**src/rtl/serial_subtractor.sv**
```systemverilog
// Bit-serial WIDTH-bit subtractor, D = A - B - Bin, LSB first, one bit per clock.
// Optional signed-overflow output ovf is enabled by defining SERIAL_SUB_OVF_EN.
//
// state   | meaning
// S_IDLE  | waiting for operands, in_ready high
// S_SHIFT | one difference bit per cycle, d partially shifted
// S_DONE  | d/bout (and ovf) held, out_valid high until out_ready
module serial_subtractor #(
    parameter int WIDTH = 8
) (
    input  logic             clk,
    input  logic             rst_n,
    input  logic             in_valid,
    output logic             in_ready,
    input  logic [WIDTH-1:0] a,
    input  logic [WIDTH-1:0] b,
    input  logic             bin,
    output logic             out_valid,
    input  logic             out_ready,
    output logic [WIDTH-1:0] d,
    output logic             bout,
    output logic             busy
`ifdef SERIAL_SUB_OVF_EN
    ,
    output logic             ovf
`endif
);

    localparam int CW = $clog2(WIDTH);

    typedef enum logic [1:0] {
        S_IDLE  = 2'd0,
        S_SHIFT = 2'd1,
        S_DONE  = 2'd2
    } state_t;

    state_t           r_state;
    state_t           w_state_nxt;
    logic [WIDTH-1:0] r_a_sh;
    logic [WIDTH-1:0] r_b_sh;
    logic [WIDTH-1:0] r_d;
    logic             r_br;
    logic             r_bout;
    logic [CW-1:0]    r_cnt;
    logic             w_ai;
    logic             w_bi;
    logic             w_di;
    logic             w_br_next;
    logic             w_last;
`ifdef SERIAL_SUB_OVF_EN
    logic             r_ovf;
`endif

    // Full-subtractor cell on the current LSBs and the borrow flop.
    assign w_ai      = r_a_sh[0];
    assign w_bi      = r_b_sh[0];
    assign w_di      = w_ai ^ w_bi ^ r_br;
    assign w_br_next = (~w_ai & w_bi) | (~(w_ai ^ w_bi) & r_br);
    assign w_last    = (r_cnt == CW'(WIDTH - 1));

    assign in_ready  = (r_state == S_IDLE) && rst_n;
    assign out_valid = (r_state == S_DONE);
    assign busy      = (r_state == S_SHIFT) || (r_state == S_DONE);
    assign d         = r_d;
    assign bout      = r_bout;
`ifdef SERIAL_SUB_OVF_EN
    assign ovf       = r_ovf;
`endif

    always_ff @(posedge clk) begin
        if (!rst_n) begin
            r_state <= S_IDLE;
        end else begin
            r_state <= w_state_nxt;
        end
    end

    always_comb begin
        w_state_nxt = r_state;
        case (r_state)
            S_IDLE:  if (in_valid)  w_state_nxt = S_SHIFT;
            S_SHIFT: if (w_last)    w_state_nxt = S_DONE;
            S_DONE:  if (out_ready) w_state_nxt = S_IDLE;
            default:                w_state_nxt = S_IDLE;
        endcase
    end

    always_ff @(posedge clk) begin
        if (!rst_n) begin
            r_a_sh <= '0;
            r_b_sh <= '0;
            r_d    <= '0;
            r_br   <= 1'b0;
            r_bout <= 1'b0;
            r_cnt  <= '0;
`ifdef SERIAL_SUB_OVF_EN
            r_ovf  <= 1'b0;
`endif
        end else begin
            case (r_state)
                S_IDLE: begin
                    if (in_valid) begin
                        r_a_sh <= a;
                        r_b_sh <= b;
                        r_br   <= bin;
                        r_cnt  <= '0;
                    end
                end
                S_SHIFT: begin
                    r_d    <= {w_di, r_d[WIDTH-1:1]};
                    r_a_sh <= {1'b0, r_a_sh[WIDTH-1:1]};
                    r_b_sh <= {1'b0, r_b_sh[WIDTH-1:1]};
                    r_br   <= w_br_next;
                    // Wrap to zero on the last bit so the counter never exceeds WIDTH-1.
                    if (w_last) begin
                        r_cnt  <= '0;
                        r_bout <= w_br_next;
`ifdef SERIAL_SUB_OVF_EN
                        r_ovf  <= r_br ^ w_br_next;
`endif
                    end else begin
                        r_cnt <= r_cnt + 1'b1;
                    end
                end
                default: ;
            endcase
        end
    end

endmodule

```
**config.mk**
```make
export PLATFORM = sky130hd
export DESIGN_NAME = serial_subtractor
export DESIGN_NICKNAME = d
export VERILOG_FILES = /design/src/rtl/serial_subtractor.sv
export SDC_FILE = /design/constraint.sdc
export NUM_CORES = 1
export LEC_CHECK = 0
export ABC_AREA = 1
export CORE_UTILIZATION = 44
export DETAILED_ROUTE_END_ITERATION = 16
export HOLD_SLACK_MARGIN = 0.02
export PLACE_DENSITY_LB_ADDON = 0.1
export SLEW_MARGIN = 15
export SYNTH_ARGS = -nofsm -noshare
export SYNTH_HDL_FRONTEND = slang
export SYNTH_SLANG_ARGS = --single-unit
```
**constraint.sdc**
```tcl
create_clock -name clk -period 1.3 [get_ports clk]
set_input_delay 0.26 -clock clk [delete_from_list [all_inputs] [get_ports clk]]
set_output_delay 0.26 -clock clk [all_outputs]
set_load 0.03 [all_outputs]
```
**Word-level counts from Yosys, hierarchy flattened**

Cells that the tools add are included.

- Bits in registers: 31
- Output and inout port bits: 12

- $add $sub $neg: 1
- Eq/ne operators: 6
- Multiplexer cells: 13
- Bitwise gates (word level): 7
- Reduce and logical (&&, ||, !) cells: 7

Operators by type and width:

| operator | number |
|---|---|
| $pmux 8 s2 | 2 |
| $mux 8 | 2 |
| $mux 2 | 3 |
| $mux 3 | 2 |
| $pmux 2 s3 | 1 |
| $pmux 3 s2 | 1 |
| $ne 2x2->1 const B | 2 |
| $reduce_and 2->1 | 2 |
| $add 3x1->3 const B | 1 |
| $eq 3x3->1 const B | 1 |
| $reduce_and 3->1 | 1 |
| $and 1x1->1 | 2 |
| $eq 2x1->1 const B | 1 |
| $eq 2x2->1 const B | 1 |
| $logic_not 2->1 | 1 |
| $ne 2x1->1 const B | 1 |
| $not 1->1 | 2 |
| $pmux 1 s2 | 1 |
| $reduce_bool 2->1 | 1 |
| $xor 1x1->1 | 2 |
| $logic_and 1x1->1 | 1 |
| $logic_or 1x1->1 | 1 |
| $mux 1 | 1 |
| $or 1x1->1 | 1 |

**Depth between registers and ports, before layout**

Gate-level depths: netlist of the first run.

- Depth after elaboration: 5
- Mapped depth: 9

**Worst setup path before layout of the first run**

OpenSTA, ideal clock, no wires.

- Path kind: register to register
- Start point: register r_state[0]
- End point: register r_b_sh[0]
- Library setup time: 113 ps
- Data arrival time: 1207 ps
- Data required time: 1187 ps
- Path slack: -21 ps
- Cell stages (with the launch flop): 10
- Path buffers: 2
- Period minus slack after synthesis: 1321 ps
- Cells stage by stage: dfxtp_1 inv_1 ha_1 inv_1 nand2_2 nand2_2 buf_6 buf_8 o21ai_1 nor2_1

- Cells in the longest elaborated chain, start to end: 3

Ends and longest elaborated chain:

| item | line | RTL |
|---|---|---|
| from (decl) | 37 | `state_t r_state;` |
| from (signal assigned) | 74 | `r_state <= w_state_nxt;` |
| $eq 2x1->1 or $logic_not 2->1 (tied branches) | 100 | `case (r_state)` |
| $reduce_bool 2->1 (no source line) or $ne 2x2->1 (tied branches) | - |  |
| $reduce_and 2->1 (no source line) | - |  |
| to (signal assigned) | 112 | `r_b_sh <= {1'b0, r_b_sh[WIDTH-1:1]};` |
| to (decl) | 40 | `logic [WIDTH-1:0] r_b_sh;` |

Parallel ways exist; a longest one is shown, timed or not.
A chain may end at the register's enable or synchronous reset.

**Final worst setup path of the first run**

- Start point: register r_state[1]
- End point: output in_ready

- Cells in the longest elaborated chain, start to end: 2

Ends and longest elaborated chain:

| item | line | RTL |
|---|---|---|
| $logic_not 2->1 | 61 | `assign in_ready = (r_state == S_IDLE) && rst_n;` |
| $logic_and 1x1->1 | 61 |  |
| to (decl) | 14 | `output logic in_ready,` |

Every way passes these cells.

==> results.md, run 1 <==
- IO buf count: 32
- P_sw: between 2 and 3 mW
- Core Area: approximately 0.0031 mm²
- Worst hold path class: reg2reg
- Pint: ~3.2 mW
- Net Sw Frac: 45.0%
- Via-to-Cell Ratio: 4.82
- CP delay by family, top: flip-flops
- Synthesized flop and latch total: 31
- Die width: 60 µm
- Clock latency on the worst-skew pair: 0.34 ns
- Clock transition at path regs: 0.09 ns
- # Max-Cap Violations: 0
- CP Data Arrival Time: roughly 1.2 ns
- Synthesized area: 0.00148 mm²
- Layout Skew: 0.00567 ns
- Die Span Y: 60 µm
- Fill cell count: 260
- Fin. max-slew vios: 0
- Rows: 20
- Dpl hpwl: 2220 µm
- Final setup margin: -0.163 ns
- Reg area: 624 µm²
- Sequential share of the synthesized area: 41.9%
- CP Buf/Inv Count: 4
- Final ANT Viol Nets: 0
- Syn Inst Count: 210
- All-layer global routing usage: 22.8%
- Clock power share: 10.0%
- Post-synthesis cell type count: 19
- Routability congestion estimate: 0.768
- Logic pwr share: 62.9%
- Buffer levels on the longest clock path: 2
- CP most frequent cell: buf_6
- Largest cells by area after synthesis: dfxtp_1 42%, nand2_1 14%, nor2_1 13%, o21ai_0 6.1%, ha_1 5.1%
- Layout cells sized above 1: between 30% and 40%
- Total gr overflow: 0
- Worst vdd ir: ~2.0 mV
- Initial antenna violation count: 0
- Synth-to-Final Area Change: 52.3%
- RSZ-0062 raised after global routing: yes
- Min Tclk post-route: around 1.5 ns
- WL final: 3620 µm
- CTS Sinks: 31
- Initial drt markers: 60
- Global-route wire length before repair: a little under 6000 µm
- CP Cell Sequence: inv_4 > ha_4 > buf_6 > nand2_4 > inv_2 > buf_6
- DRT Pass-1 Iters: 7
- Root Driver: clkbuf_4
- Relative slew slack: ~83%
- Setup TNS: -0.881 ns
- Synthesized net count: 238
- Most common cell after layout, fill and taps aside: nor2_1
- Average cell area after synthesis: 7.05 µm²
- Startpoint types: register
- Post-route DRC: 0
- Worst slack at placement: -0.162 ns
- Failing checks: setup timing
- Final count of negative-setup-slack endpoints: 22
- Hold_buf cts: 0
- Largest net degree at the start of global routing: 18
- Full die area: ~0.0036 mm²
- Commonest non-fill, non-tap cells in the layout: 51 x nor2_1, 49 x nand2_1, 28 x dfxtp_1
- Num ports: 33
- Hold Violations, Final: 0
- Status: finished, violations left
- Routed vias: 1474
- Slew @ Worst Pin: 0.252 ns
- Total leakage power: 1.05 nW
- Multi-input logic area: 912 µm²
- Crit path required time: 1.04 ns
- Count of warnings emitted by yosys: 0
- Antenna cells: 0
- Fin crit share: 113%
- Nets: 290
- Cell taking the most area after synthesis: dfxtp_1
- Vias in the first global route: ~1400
- H-tree depth: 2
- Slowest-stage cell, CP: dfxtp_2
- Seq pwr share: 27.0%
- Routed WL per cell: 11.8 µm
- Crit. End Element: output pin
- F_max: roughly 0.68 GHz
- CTS Buf Count: 5
- Top cell type's share of synthesized area: 41.9%
- Critical path type: reg2out
- Slowest stage delay, CP: around 0.36 ns
- PD cells: 2580 mW/mm²
- TritonCTS clock tree: built
- Crit path max fanout: 2
- Initial Utilization: 47.3%
cell usage after synthesis:
library cell and n:
nand2_1 55, nor2_1 53, dfxtp_1 31, o21ai_0 18
inv_1 10, ha_1 6, nand3_1 6, a21oi_1 5
buf_2 4, o21ai_1 4, buf_4 3, nand2_2 3
o21ai_2 3, buf_6 2, inv_2 2, nand3_2 2
buf_8 1, clkbuf_1 1, fa_1 1
per-layer routing:
metal	global-route usage, %	vias up	part of all wire, %
met1	27.9	667	46
met4	7.97	0	1.7
met5	0	-	0
li1	-	757	-
met3	6.93	9	5.3
met2	37.9	41	47
cell families (layout without fill, tap and decap cells):
| kind of cell | Yosys count | in the layout | synth area share, % |
|---|---|---|---|
| simple gates | 119 | 119 | 32.0 |
| flops | 31 | 31 | 41.9 |
| compound gates | 30 | 30 | 10.9 |
| buf+inv | 23 | 75 | 8.71 |
| fa+ha+maj | 7 | 7 | 6.42 |
through the flow:
step | utilization [%] | cell area (µm²) | power, mW | hold WS (ns) | std cells
2_1_floorplan | - | 1480 | 3.34 | 0.404 | 210
3_3_place_gp | 60.3 | 1890 | 4.10 | 0.458 | 290
3_5_place_dp | 60.3 | 1890 | 4.13 | 0.471 | 290
4_1_cts | 69.7 | 2180 | 5.47 | 0.483 | 305
5_1_grt | 72.1 | 2250 | 6.24 | 0.515 | 306
6_report | 72.1 | 2250 | 5.81 | 0.486 | 306
cell type report:
| class | instances | area share (%) |
|---|---|---|
| Tap cell | 44 | 2.44 |
| Sequential cell | 31 | 27.7 |
| Timing Repair inverter | 1 | 0.499 |
| Multi-Input combinational cell | 156 | 40.5 |
| Inverter | 12 | 3.00 |
| Clock buffer | 6 | 2.28 |
| Timing Repair Buffer | 55 | 23.4 |
| Clock inverter | 1 | 0.222 |
state kept, by name (all words and copies together) (netlist names):
register and flops:
r_b_sh 8, r_a_sh 8, r_br 1, r_cnt 3
r_state 2, d 8, bout 1
final timing paths:
path                   start   endpoint  slack, ns  cells past startpoint
setup reg to reg  r_state[0]  r_a_sh[0]      -0.06                      9
setup / recovery  r_state[1]   in_ready      -0.16                      6
hold reg to reg     r_cnt[2]   r_cnt[2]       0.49                      2
hold / removal      r_cnt[2]   r_cnt[2]       0.49                      2
repair_timing:
item	4_1_cts	5_1_grt
setup buffers	8	0
resized for setup	69	47
endpoints found under the setup margin	39	38
cloned	0	1
pin swaps	9	12
power groups by stage:
stage / registers [mW] / clock network [mW] / logic [mW]
floorplan: 1.68 / 0 / 1.66
detailed placement: 1.54 / 0 / 2.60
CTS: 1.54 / 0.597 / 3.34
global placement: 1.53 / 0 / 2.57
global route: 1.62 / 0.638 / 3.99
finish: 1.57 / 0.583 / 3.65
worst min-delay path: cells and delay by family (launching register included):
| family | cells | cell delay, ns |
|---|---|---|
| flip-flops | 1 | 0.33 |
| AND/OR/NAND/NOR | 1 | 0.06 |
| AO/OA/AOI/OAI | 1 | 0.05 |
(Power assumes the default switching activity.)
==> inputs of run 2 (changes only) <==
- SLEW_MARGIN: 15 -> default
==> results of run 2 <==
Final layout, timing and power as in run 1 (identical DEF).
